<file path="config.mk">
export PLATFORM = sky130hd
export DESIGN_NAME = muldiv_unit_flat
export DESIGN_NICKNAME = d
export VERILOG_FILES = /design/src/rtl/muldiv_unit_if.sv /design/src/rtl/muldiv_unit.sv /design/src/flat_wrapper.sv
export SDC_FILE = /design/constraint.sdc
export NUM_CORES = 1
export LEC_CHECK = 0
export CAP_MARGIN = 20
export CORE_MARGIN = 2
export CORE_UTILIZATION = 60
export DETAILED_ROUTE_END_ITERATION = 7
export PLACE_DENSITY = 0.84
export SLEW_MARGIN = 20
export SYNTH_ARGS = -nofsm -noshare
export SYNTH_HDL_FRONTEND = slang
export SYNTH_SLANG_ARGS = --single-unit
export TNS_END_PERCENT = 30
</file>
<file path="constraint.sdc">
create_clock -name clk -period 5.1 [get_ports clk]
set_input_delay 1.53 -clock clk [delete_from_list [all_inputs] [get_ports clk]]
set_output_delay 1.53 -clock clk [all_outputs]
set_load 0.02 [all_outputs]
</file>
<file path="src/rtl/muldiv_unit_if.sv">
// Request/response bundle between decode and the multiply/divide unit.
// master = decode side, slave = muldiv_unit.
interface muldiv_unit_if #(parameter int WIDTH = 32);
  logic             start;
  logic [1:0]       op;
  logic [WIDTH-1:0] rs_val;
  logic [WIDTH-1:0] rt_val;
  logic             cancel;
  logic             hi_we;
  logic             lo_we;
  logic [WIDTH-1:0] wdata;
  logic             busy;
  logic             done;
  logic             div_zero;
  logic             op_err;
  logic [WIDTH-1:0] hi;
  logic [WIDTH-1:0] lo;

  modport master (output start, op, rs_val, rt_val, cancel, hi_we, lo_we, wdata,
                  input  busy, done, div_zero, op_err, hi, lo);
  modport slave  (input  start, op, rs_val, rt_val, cancel, hi_we, lo_we, wdata,
                  output busy, done, div_zero, op_err, hi, lo);
endinterface

</file>
<file path="src/rtl/muldiv_unit.sv">
// Iterative MIPS MULT/MULTU/DIV/DIVU unit with HI/LO; radix-2, one bit per cycle.
// Divider is built only when MULDIV_DIV_EN is defined; otherwise DIV/DIVU report op_err.
module muldiv_unit #(
  parameter int WIDTH = 32
) (
  input  logic         clk,
  input  logic         rst_n,
  muldiv_unit_if.slave bus
);
  localparam int CW = $clog2(WIDTH);

  typedef enum logic [1:0] {IDLE = 2'd0, RUN = 2'd1, FIX = 2'd2} state_t;

  state_t             state, state_nx;
  logic [CW-1:0]      count;
  logic [WIDTH-1:0]   a_reg;
  logic [2*WIDTH-1:0] p;
  logic               neg_res, dz, err;
  logic               done_q, dz_q, err_q;
  logic [WIDTH-1:0]   hi_q, lo_q;

  logic               rs_neg, rt_neg, accept, short_op, fin, wr_res;
  logic [WIDTH-1:0]   rs_abs, rt_abs;
  logic [WIDTH:0]     mul_sum;
  logic [2*WIDTH-1:0] mul_nx, fix_res;

  assign rs_neg = bus.op[0] & bus.rs_val[WIDTH-1];
  assign rt_neg = bus.op[0] & bus.rt_val[WIDTH-1];
  assign rs_abs = rs_neg ? -bus.rs_val : bus.rs_val;
  assign rt_abs = rt_neg ? -bus.rt_val : bus.rt_val;
  assign accept = (state == IDLE) && bus.start && !bus.cancel;

  // p = {partial product, remaining multiplier bits}; shifted right each cycle
  assign mul_sum = {1'b0, p[2*WIDTH-1:WIDTH]} + (p[0] ? {1'b0, a_reg} : '0);
  assign mul_nx  = {mul_sum, p[WIDTH-1:1]};

`ifdef MULDIV_DIV_EN
  logic               is_div, neg_rem;
  logic [WIDTH:0]     rem_sh, rem_diff;
  logic [WIDTH-1:0]   quo_fix, rem_fix;
  logic [2*WIDTH-1:0] div_nx;

  // p = {remainder, dividend bits shifting out / quotient bits shifting in}
  assign rem_sh   = {p[2*WIDTH-1:WIDTH], p[WIDTH-1]};
  assign rem_diff = rem_sh - {1'b0, a_reg};
  assign div_nx   = rem_diff[WIDTH] ? {rem_sh[WIDTH-1:0], p[WIDTH-2:0], 1'b0}
                                    : {rem_diff[WIDTH-1:0], p[WIDTH-2:0], 1'b1};
  assign quo_fix  = neg_res ? -p[WIDTH-1:0] : p[WIDTH-1:0];
  assign rem_fix  = neg_rem ? -p[2*WIDTH-1:WIDTH] : p[2*WIDTH-1:WIDTH];
  assign fix_res  = is_div ? {rem_fix, quo_fix} : (neg_res ? -p : p);
  assign short_op = bus.op[1] && (bus.rt_val == '0);
`else
  assign fix_res  = neg_res ? -p : p;
  assign short_op = bus.op[1];
`endif

  always_comb begin
    state_nx = state;
    fin      = 1'b0;
    case (state)
      IDLE: if (accept) state_nx = short_op ? FIX : RUN;
      RUN: begin
        if (bus.cancel)                    state_nx = IDLE;
        else if (count == CW'(WIDTH - 1))  state_nx = FIX;
      end
      FIX: begin
        state_nx = IDLE;
        fin      = !bus.cancel;
      end
      default: state_nx = IDLE;
    endcase
    wr_res = fin && !dz && !err;
  end

  always_ff @(posedge clk or negedge rst_n) begin
    if (!rst_n) state <= IDLE;
    else        state <= state_nx;
  end

  always_ff @(posedge clk or negedge rst_n) begin
    if (!rst_n) begin
      count   <= '0;
      a_reg   <= '0;
      p       <= '0;
      neg_res <= 1'b0;
      dz      <= 1'b0;
      err     <= 1'b0;
      done_q  <= 1'b0;
      dz_q    <= 1'b0;
      err_q   <= 1'b0;
      hi_q    <= '0;
      lo_q    <= '0;
`ifdef MULDIV_DIV_EN
      is_div  <= 1'b0;
      neg_rem <= 1'b0;
`endif
    end else begin
      done_q <= fin;
      dz_q   <= fin & dz;
      err_q  <= fin & err;
      if (accept) begin
        count   <= '0;
        neg_res <= rs_neg ^ rt_neg;
        a_reg   <= bus.op[1] ? rt_abs : rs_abs;
        p       <= {{WIDTH{1'b0}}, bus.op[1] ? rs_abs : rt_abs};
`ifdef MULDIV_DIV_EN
        is_div  <= bus.op[1];
        neg_rem <= rs_neg;
        dz      <= short_op;
        err     <= 1'b0;
`else
        dz      <= 1'b0;
        err     <= short_op;
`endif
      end else if (state == RUN) begin
        count <= count + 1'b1;
`ifdef MULDIV_DIV_EN
        p     <= is_div ? div_nx : mul_nx;
`else
        p     <= mul_nx;
`endif
      end
      if (wr_res) begin
        hi_q <= fix_res[2*WIDTH-1:WIDTH];
        lo_q <= fix_res[WIDTH-1:0];
      end else if (state == IDLE && !bus.start) begin
        if (bus.hi_we) hi_q <= bus.wdata;
        if (bus.lo_we) lo_q <= bus.wdata;
      end
    end
  end

  assign bus.busy     = (state != IDLE);
  assign bus.done     = done_q;
  assign bus.div_zero = dz_q;
  assign bus.op_err   = err_q;
  assign bus.hi       = hi_q;
  assign bus.lo       = lo_q;
endmodule

</file>
<file path="src/flat_wrapper.sv">
// flat-port wrapper written by rule: the top's interface ports become plain ports
module muldiv_unit_flat 
#(
  parameter int WIDTH = 32
)
  (clk, rst_n, bus_start, bus_op, bus_rs_val, bus_rt_val, bus_cancel, bus_hi_we, bus_lo_we, bus_wdata, bus_busy, bus_done, bus_div_zero, bus_op_err, bus_hi, bus_lo);
  muldiv_unit_if #(.WIDTH(WIDTH)) bus_i ();
  input  logic clk;
  input  logic rst_n;
  input wire logic [$bits(bus_i.start)-1:0] bus_start;
  input wire logic [$bits(bus_i.op)-1:0] bus_op;
  input wire logic [$bits(bus_i.rs_val)-1:0] bus_rs_val;
  input wire logic [$bits(bus_i.rt_val)-1:0] bus_rt_val;
  input wire logic [$bits(bus_i.cancel)-1:0] bus_cancel;
  input wire logic [$bits(bus_i.hi_we)-1:0] bus_hi_we;
  input wire logic [$bits(bus_i.lo_we)-1:0] bus_lo_we;
  input wire logic [$bits(bus_i.wdata)-1:0] bus_wdata;
  output wire logic [$bits(bus_i.busy)-1:0] bus_busy;
  output wire logic [$bits(bus_i.done)-1:0] bus_done;
  output wire logic [$bits(bus_i.div_zero)-1:0] bus_div_zero;
  output wire logic [$bits(bus_i.op_err)-1:0] bus_op_err;
  output wire logic [$bits(bus_i.hi)-1:0] bus_hi;
  output wire logic [$bits(bus_i.lo)-1:0] bus_lo;
  assign bus_i.start = bus_start;
  assign bus_i.op = bus_op;
  assign bus_i.rs_val = bus_rs_val;
  assign bus_i.rt_val = bus_rt_val;
  assign bus_i.cancel = bus_cancel;
  assign bus_i.hi_we = bus_hi_we;
  assign bus_i.lo_we = bus_lo_we;
  assign bus_i.wdata = bus_wdata;
  assign bus_busy = bus_i.busy;
  assign bus_done = bus_i.done;
  assign bus_div_zero = bus_i.div_zero;
  assign bus_op_err = bus_i.op_err;
  assign bus_hi = bus_i.hi;
  assign bus_lo = bus_i.lo;
  muldiv_unit #(.WIDTH(WIDTH)) u_core (.clk(clk), .rst_n(rst_n), .bus(bus_i));
endmodule
</file>
After elaboration in Yosys (flattened, before gate mapping)
Cells that the tools add are included.
- logic and storage cells: 62
- output and inout port bits: 68
- flip-flop bits (word level): 171
- multiplexer cells: 22
- reduce and logical (&&, ||, !) cells: 16
- bitwise operators: 4
- eq/ne operators: 5
- add/subtract/negate cells: 5
- operators with widths (operator ; number):
    $mux W32 ; 11
    $mux W64 ; 3
    $neg A32 Y32 ; 2
    $neg A64 Y64 ; 1
    $add A32 B33 Y33 ; 1
    $mux W5 ; 2
    $reduce_bool A2 Y1 ; 5
    $mux W2 ; 4
    $reduce_and A2 Y1 ; 3
    $add A5 B1 Y5 const B ; 1
    $eq A5 B5 Y1 const B ; 1
    $logic_and A1 B1 Y1 ; 4
    $pmux W2 S2 ; 1
    $and A1 B1 Y1 ; 3
    $logic_not A1 Y1 ; 3
    $ne A3 B2 Y1 const B ; 1
    $eq A2 B1 Y1 const B ; 1
    $eq A2 B2 Y1 const B ; 1
    $logic_not A2 Y1 ; 1
    $ne A2 B1 Y1 const B ; 1
    $mux W1 ; 1
    $xor A1 B1 Y1 ; 1

Depth between registers and ports, before layout
Gate-level depths: netlist of the first run.
- word-level depth: 5
- gate-level depth with buffers: 12
- depth with buffers taken out: 10

Least setup slack after synthesis of the first run
Ideal clock, no wire load.
- path kind: input-to-reg
- start: in bus_rs_val[0]
- end: reg u_core.a_reg[20]
- arrival time: 3.454 ns
- stages on the path: 10
- buffers on the path: 1
- required time: 4.975 ns
- setup time: 0.125 ns
- path slack: 1.521 ns
- cell sequence: inv_1 ha_1 nor4b_1 and3_1 clkbuf_1 nand2_1 o31a_1 xnor2_1 mux2i_1 mux2_2
- longest elaborated chain between the ends: 3
- RTL lines (item ; RTL line ; text):
    start, declared ; flat_wrapper.sv:12 ; input wire logic [$bits(bus_i.rs_val)-1:0] bus_rs_val;
    $neg A32 Y32 ; muldiv_unit.sv:29 ; assign rs_abs = rs_neg ? -bus.rs_val : bus.rs_val;
    $mux W32 ; muldiv_unit.sv:29 ;
    $mux W32 ; muldiv_unit.sv:104 ; a_reg <= bus.op[1] ? rt_abs : rs_abs;
    end signal, assigned ; muldiv_unit.sv:104 ;
    end, declared ; muldiv_unit.sv:16 ; logic [WIDTH-1:0] a_reg;
Every way passes these cells.
A chain may end at the register's enable or synchronous reset.

Worst setup path in the final report of the first run
- start: in bus_rs_val[12]
- end: reg u_core.p[29]
- longest elaborated chain between the ends: 4
- RTL lines (item ; RTL line ; text):
    $neg A32 Y32 ; muldiv_unit.sv:29 ;
    $mux W32 ; muldiv_unit.sv:29 ;
    $mux W32 ; muldiv_unit.sv:105 ; p <= {{WIDTH{1'b0}}, bus.op[1] ? rs_abs : rt_abs};
    $mux W64 ; muldiv_unit.sv:101 ; if (accept) begin
    end signal, assigned ; muldiv_unit.sv:105 ;
    end signal, assigned ; muldiv_unit.sv:120 ; p <= mul_nx;
    end, declared ; muldiv_unit.sv:17 ; logic [2*WIDTH-1:0] p;
Every way passes these cells.

==> results.md, run 1 <==
* Status: finished, final reports clean
* First-pass GRT wire length at between 60 and 70 mm
* FF+latch area at 0.004280 mm^2
* Initial antenna violation count at 0
* Final setup TNS at 0 ns
* Post-DR wirelength/cell at ~21 um
* Library cells used by synthesis at 73
* Synthesis Warnings at 0
* Rel. slew slack at 0.2791
* Area leader, netlist: dfrtp_1
* Crit path max-delay cell type: or4_1
* CTS max path bufs at 2
* CP endpoint kind: flip-flop
* P&R area growth vs syn at 20.11%
* First-pass DRT Iterations at 6
* Clk pin slew, worst setup/hold paths at around 0.07 ns
* Port Buf Inserts at between 150 and 200
* Setup Skew at 0.01959 ns
* Slew Limit Fails at 0
* Fin cells at ~1,900
* Routability cong. at just over 1
* Area share of the largest cell type after synthesis at 0.3453
* Crit share post-route at 0.7849
* CTS tree: done
* Synthesized area at roughly 0.012 mm^2
* CP delay by family, top: simple AND/OR/NAND/NOR gates
* Skew-Pair Late Insertion Delay at between 0.4 and 0.5 ns
* Met2 usage at 0.5602
* Worst-path cell chain: clkdlybuf4s50_1 > or4_1 > nor4_2 > and3_1 > a21oi_1 > xnor2_1 > nor2_1 > o32a_1
* Area of the multi-input gates at 0.007701 mm^2
* Avg Vias per Cell at between 6 and 7
* Max-capacitance violation count at 0
* Worst EP arrival at between 4 and 5 ns
* ANT cells at 0
* Post-synth top flop: dfrtp_1
* Hold Violations, Final at 0
* Top-count cell post-synth: dfrtp_1
* Top post-synthesis cells by count: 171 x dfrtp_1, 155 x nand2_1, 150 x a21oi_1, 140 x o21ai_0, 94 x nor2_1
* HP Class: flip-flop to flip-flop
* Final setup violation count at 0
* Post-layout min period at 4.003 ns
* CTS sink cnt at between 150 and 200
* Req. time, crit path at about 5.4 ns
* CTS Buf Count at 17
* Crit path kind: input pin to flip-flop
* WP buf/inv at 1
* Grt ovf at 0
* Root Buffer: clkbuf_16
* Core area at around 0.02 mm^2
* Mean Syn Cell Area at 8.344 um^2
* GR Util met1 at 0.5131
* Pwr/cell area at about 400 mW/mm^2
* Final net count at around 1,700
* First DRT Iteration DRCs at about 1,300
* Worst VDD drop at just under 0.3 mV
* Fraction of registers with async set/reset at 1.000
* FILL cells at approximately 1,500
* Die width at roughly 150 um
* H-tree lvl count at 4
* Initial Util at 0.6124
* Lkg Pwr at ~6.1 nW
* Number of global-route vias before repair at approximately 11,000
* Biggest register: u_core.p
* GR Util All Layers at 0.3611
* Critical path peak fanout at 8
* RSZ-0062 raised after global routing: no
* Worst slew pin tran at roughly 1.1 ns
* Vias at 12,130
* Fraction of layout cells with a size suffix above 1 at 0.05721
* Syn_nets at roughly 1,600
* Hold buffers post-CTS at 0
* CP startpoint kind: input pin
* Top-Level Pins at around 170
* Die ar. at approximately 0.022 mm^2
* Gr busiest metal: met2
* Synth Instances at around 1,500
* DP Cell Count at between 1,500 and 2,000
* EDFF count, synth at 0
* Post_cts resized at 0
* Final ANT Viol Nets at 0
* FF+latch count, synth at 171
* Max stage delay on crit path at about 0.62 ns
* Hold slack at about 0.47 ns
* Total Wirelength at just under 40 mm
* Sequential share of the synthesized area at 0.3453
* Max FFs per register at between 60 and 70
* Postcts setup bufs at 0
* DRC at 0
* Synth area leaders: dfrtp_1 35%, xor2_1 6.1%, a21oi_1 6.1%, o21ai_0 5.7%, nand2_1 4.7%
* Num rows at 52
* Largest net degree at the start of global routing at 94
* HPWL Detailed at 29.85 mm
* GRT met3 Usage at 0.05525
* Peak Freq at about 250 MHz
* Die height at between 100 and 150 um
tightest hold or removal path, stage by stage (launching register included):
cell and delay (ns):
dfrtp_1 0.34, nand2_1 0.05, nand2_1 0.05
placed cells by master, fill, tap and decap left out, types with 39 or more instances in the layout:
| cell type | count |
|---|---|
| dfrtp_1 | 170 |
| clkdlybuf4s50_1 | 168 |
| nand2_1 | 154 |
| a21oi_1 | 150 |
| o21ai_0 | 140 |
| nor2_1 | 94 |
| xor2_1 | 87 |
| xnor2_1 | 58 |
| a211oi_1 | 57 |
| nor2b_1 | 52 |
| and2_1 | 39 |
power by group:
group / leakage (nW) / internal [W] / switching, W
sequential: 2.12 / 0.00171 / 0.000506
clock: 0.310 / 0.000793 / 0.000608
combinational: 3.64 / 0.00105 / 0.00133
per-layer routing:
metal / routed length, um / vias to the layer above
met5: 0 / -
met2: 17340 / 691
met4: 1555 / 0
met1: 16420 / 5732
li1: - / 5618
met3: 3856 / 86
cell type report:
class	instances	share of cell area
Clock buffer	17	0.02859
Inverter	14	0.003531
Sequential cell	171	0.2876
Multi-Input combinational cell	1201	0.5175
Timing Repair Buffer	190	0.1267
Tap cell	270	0.02270
Clock inverter	15	0.01337
stage by stage:
stage          total power [W]  cell area (um^2)  setup WS [ns]  utilization
2_1_floorplan         0.003615             12390          1.521            -
3_3_place_gp          0.004479             14260         0.8153       0.7046
3_5_place_dp          0.004553             14260         0.7119       0.7046
4_1_cts               0.005964             14880          1.171       0.7355
5_1_grt               0.006333             14880         0.9173       0.7355
6_report              0.006006             14880          1.097       0.7355
cells by family (layout without fill, tap and decap cells):
logic type      Yosys count  count (layout)  synth area share
fa+ha+maj                38              38           0.03898
xor+xnor                145             145            0.1025
mux                      34              34           0.02797
buf+inv                 113             236           0.03464
compound gates          500             500            0.2514
flops                   171             171            0.3453
other cells               1               1         0.0003026
simple gates            483             483            0.1988
worst paths after layout:
| path | start | end | slack [ns] | depth (start not counted) |
|---|---|---|---|---|
| worst max-delay path | bus_rs_val[12] | u_core.p[29]$_DFFE_PN0P_ | 1.10 | 8 |
| worst min-delay path | u_core.a_reg[24]$_DFFE_PN0P_ | u_core.a_reg[24]$_DFFE_PN0P_ | 0.47 | 2 |
| worst max register to register | u_core.p[0]$_DFFE_PN0P_ | u_core.p[59]$_DFFE_PN0P_ | 1.28 | 10 |
| worst min register to register | u_core.a_reg[24]$_DFFE_PN0P_ | u_core.a_reg[24]$_DFFE_PN0P_ | 0.47 | 2 |
| max in group asynchronous | rst_n | u_core.a_reg[9]$_DFFE_PN0P_ | 3.01 | 2 |
| min in group asynchronous | rst_n | u_core.bus.lo[1]$_DFFE_PN0P_ | 1.10 | 1 |
(Power assumes the default switching activity.)
==> run 2: changes to the inputs <==
--- a/config.mk
+++ b/config.mk
@@ -7,9 +7,9 @@
 export LEC_CHECK = 0
 export CAP_MARGIN = 20
 export CORE_MARGIN = 2
-export CORE_UTILIZATION = 60
+export CORE_UTILIZATION = 56
 export DETAILED_ROUTE_END_ITERATION = 7
-export PLACE_DENSITY = 0.84
+export PLACE_DENSITY = 0.79
 export SLEW_MARGIN = 20
 export SYNTH_ARGS = -nofsm -noshare
 export SYNTH_HDL_FRONTEND = slang
==> constraint.sdc (replaced) <==
create_clock -name clk -period 3.9 [get_ports clk]
set_input_delay 1.17 -clock clk [delete_from_list [all_inputs] [get_ports clk]]
set_output_delay 1.17 -clock clk [all_outputs]
set_load 0.02 [all_outputs]
==> run 2 against run 1 <==
Against the previous run: register-to-register slack worse by 0.77 ns; die area is 6.9% higher; core utilization fell by 3.8 points; combinational power up 34%; worst hold slack better by 0.0056 ns; design area rose by 2.0%; critical endpoint is now u_core.p[27]$_DFFE_PN0P_; sequential power is 30% higher; worst setup slack got worse by 0.64 ns; wire length increased by 3.8%.
==> results.md, run 2 (same netlist as run 1, synthesis figures left out) <==
* Status: finished, final reports clean (unchanged)
* Grt ovf at 0 (unchanged)
* Peak Freq at just under 300 MHz
* Final net count at 1,771 (was 1,737)
* Hold buffers post-CTS at 0 (unchanged)
* Crit path max-delay cell type: clkdlybuf4s50_1 (was or4_1)
* Top-Level Pins at 172 (unchanged)
* WP buf/inv at 1 (unchanged)
* Die height at 152.8 um (was 147.7 um)
* Clk pin slew, worst setup/hold paths at 0.06 ns (was 0.07 ns)
* Worst EP arrival at 3.74 ns (was 4.33 ns)
* First DRT Iteration DRCs at 1,241 (was 1,262)
* Placement Cell Area at 0.01458 mm^2 (was 0.01426 mm^2)
* Reg power frac at 0.368 (was 0.370)
* Initial antenna violation count at 0 (unchanged)
* Post_cts resized at 0 (unchanged)
* CTS max path bufs at 2 (unchanged)
* Commonest non-fill, non-tap cell in the layout: dfrtp_1 (unchanged)
* Root Buffer: clkbuf_16 (unchanged)
* Final ANT Viol Nets at 0 (unchanged)
* Reg2Reg Launch Point: u_core.p[0]$_DFFE_PN0P_ (unchanged)
* First-pass GRT wire length at 63.93 mm (was 61.65 mm)
* Avg Vias per Cell at 6.350 (was 6.457)
* Req. time, crit path at 4.20 ns (was 5.43 ns)
* Port Buf Inserts at 170 (unchanged)
* Core area at 0.02176 mm^2 (was 0.02023 mm^2)
* Vias at 12,200 (was 12,130)
* DRC at 0 (unchanged)
* Pre-CTS setup slack at 0.06535 ns (was 0.7119 ns)
* Setup Skew at 0.01314 ns (was 0.01959 ns)
* Largest net degree at the start of global routing at 91 (was 94)
* Num rows at 54 (was 52)
* Post-DR wirelength/cell at 21.17 um (was 20.86 um)
* CP endpoint kind: flip-flop (unchanged)
* Pwr/cell area at 517.6 mW/mm^2 (was 403.6 mW/mm^2)
* Critical path peak fanout at 6 (was 8)
* Fraction of layout cells with a size suffix above 1 at 0.07617 (was 0.05721)
* Commonest cells after routing, fill and taps aside: 170 x dfrtp_1, 168 x clkdlybuf4s50_1, 154 x nand2_1 (unchanged)
* Postcts setup bufs at 0 (unchanged)
* Routability cong. at 1.014 (was 1.029)
* ANT cells at 0 (unchanged)
* Biggest register: u_core.p (unchanged)
* Max stage delay on crit path at 0.45 ns (was 0.62 ns)
* Hold slack at 0.4742 ns (was 0.4686 ns)
* M1 WL at 17.34 mm (was 16.42 mm)
* RSZ-0062 raised after global routing: no (unchanged)
* CTS Buf Count at 17 (unchanged)
* Max layer used: met4 (unchanged)
* GR Util All Layers at 0.3480 (was 0.3611)
* Initial Util at 0.5695 (was 0.6124)
* Skew-Pair Late Insertion Delay at 0.44 ns (about the same)
* CP startpoint kind: input pin (unchanged)
* Max FFs per register at 64 (unchanged)
* Clock power share at 0.224 (was 0.233)
* Crit share post-route at 0.8829
* H-tree lvl count at 4 (unchanged)
* Worst slew pin tran at 1.147 ns (was 1.081 ns)
* Post-layout min period at 3.443 ns
* Routed met3 length at 4.034 mm (was 3.856 mm)
* Sw Ratio at 0.4083 (was 0.4077)
* Worst-path cell chain: clkdlybuf4s50_1 > or3_1 > nor4_1 > nand4_1 > o31ai_1 > xnor2_1 > a221oi_1 > o21ai_0 (was clkdlybuf4s50_1 > or4_1 > nor4_2 > and3_1 > a21oi_1 > xnor2_1 > nor2_1 > o32a_1)
* Sw Pwr at 0.003208 W (was 0.002449 W)
* CTS sink cnt at 171 (unchanged)
* Rel. slew slack at 0.2339 (was 0.2791)
* Die ar. at 0.02333 mm^2 (was 0.02182 mm^2)
* Final setup violation count at 0 (unchanged)
* HPWL Detailed at 31.18 mm (was 29.85 mm)
* Number of global-route vias before repair at 11,330 (was 11,230)
* HP Class: flip-flop to flip-flop (unchanged)
* Worst VDD drop at 0.3042 mV (was 0.2955 mV)
* Met2 wire len at 17.95 mm (was 17.34 mm)
* CP delay by family, top: simple AND/OR/NAND/NOR gates (unchanged)
* First-pass DRT Iterations at 5 (was 6)
* Die width at 152.8 um (was 147.7 um)
* Internal power at 0.004648 W (was 0.003557 W)
* Slew Limit Fails at 0 (unchanged)
* Hold Violations, Final at 0 (unchanged)
* Worst setup path start: bus_rt_val[16] (was bus_rs_val[12])
* Design area at 0.01518 mm^2 (was 0.01488 mm^2)
* Final worst slack at 0.4566 ns (was 1.097 ns)
* Lkg Pwr at 6.236 nW (was 6.066 nW)
* Crit path kind: input pin to flip-flop (unchanged)
* Max-capacitance violation count at 0 (unchanged)
* Final setup TNS at 0 ns (unchanged)
* Total Wirelength at 40.67 mm (was 39.17 mm)
* HP Start: u_core.a_reg[22]$_DFFE_PN0P_ (was u_core.a_reg[24]$_DFFE_PN0P_)
* P&R area growth vs syn at 22.49% (was 20.11%)
* FILL cells at 1,750 (was 1,495)
* CTS tree: done (unchanged)
* Combinational share of power at 0.407 (was 0.397)
-- run 2: worst min-delay path, cell delays in order (launching register included) --
cell and delay (ns):
dfrtp_1 0.34, nand2_1 0.04, o21ai_0 0.06
-- run 2: power groups by stage --
stage,Clock [W],Sequential (W),Combinational [W]
2_1_floorplan,0,0.00285,0.00188
3_3_place_gp,0,0.00286,0.00309
3_5_place_dp,0,0.00289,0.00314
4_1_cts,0.00178,0.00286,0.00317
5_1_grt,0.00186,0.00295,0.00350
6_report,0.00176,0.00289,0.00320
-- run 2: per-stage QoR --
stage,util,cells,total power [W]
finish,0.6976,1921,0.007856
CTS,0.6976,1921,0.007808
global route,0.6976,1921,0.008309
detailed placement,0.6699,1890,0.006024
floorplan,-,1485,0.004728
global placement,0.6699,1890,0.005949
-- run 2: final cells by class --
class / count / area, um^2 / share of cell area
Timing Repair Buffer: 224 / 2191 / 0.1444
Clock inverter: 12 / 148.9 / 0.009810
Multi-Input combinational cell: 1201 / 7701 / 0.5074
Inverter: 14 / 52.55 / 0.003462
Sequential cell: 171 / 4280 / 0.2820
Tap cell: 280 / 350.3 / 0.02308
Clock buffer: 19 / 452.9 / 0.02984
-- run 2: worst paths after layout --
kind | end | slack, ns | cells past startpoint
worst max-delay path | u_core.p[27]$_DFFE_PN0P_ | 0.46 | 8
worst min-delay path | u_core.a_reg[22]$_DFFE_PN0P_ | 0.47 | 2
worst max register to register | u_core.p[59]$_DFFE_PN0P_ | 0.51 | 11
worst min register to register | u_core.a_reg[22]$_DFFE_PN0P_ | 0.47 | 2
max in group asynchronous | u_core.bus.hi[15]$_DFFE_PN0P_ | 2.37 | 2
min in group asynchronous | u_core.bus.lo[3]$_DFFE_PN0P_ | 0.70 | 1
-- run 2: metal layers --
layer  up-vias  global-route usage
met5         -                   0
met4         0              0.1186
met3        82             0.06086
met2       696              0.5338
met1      5738              0.5003
li1       5683                   -
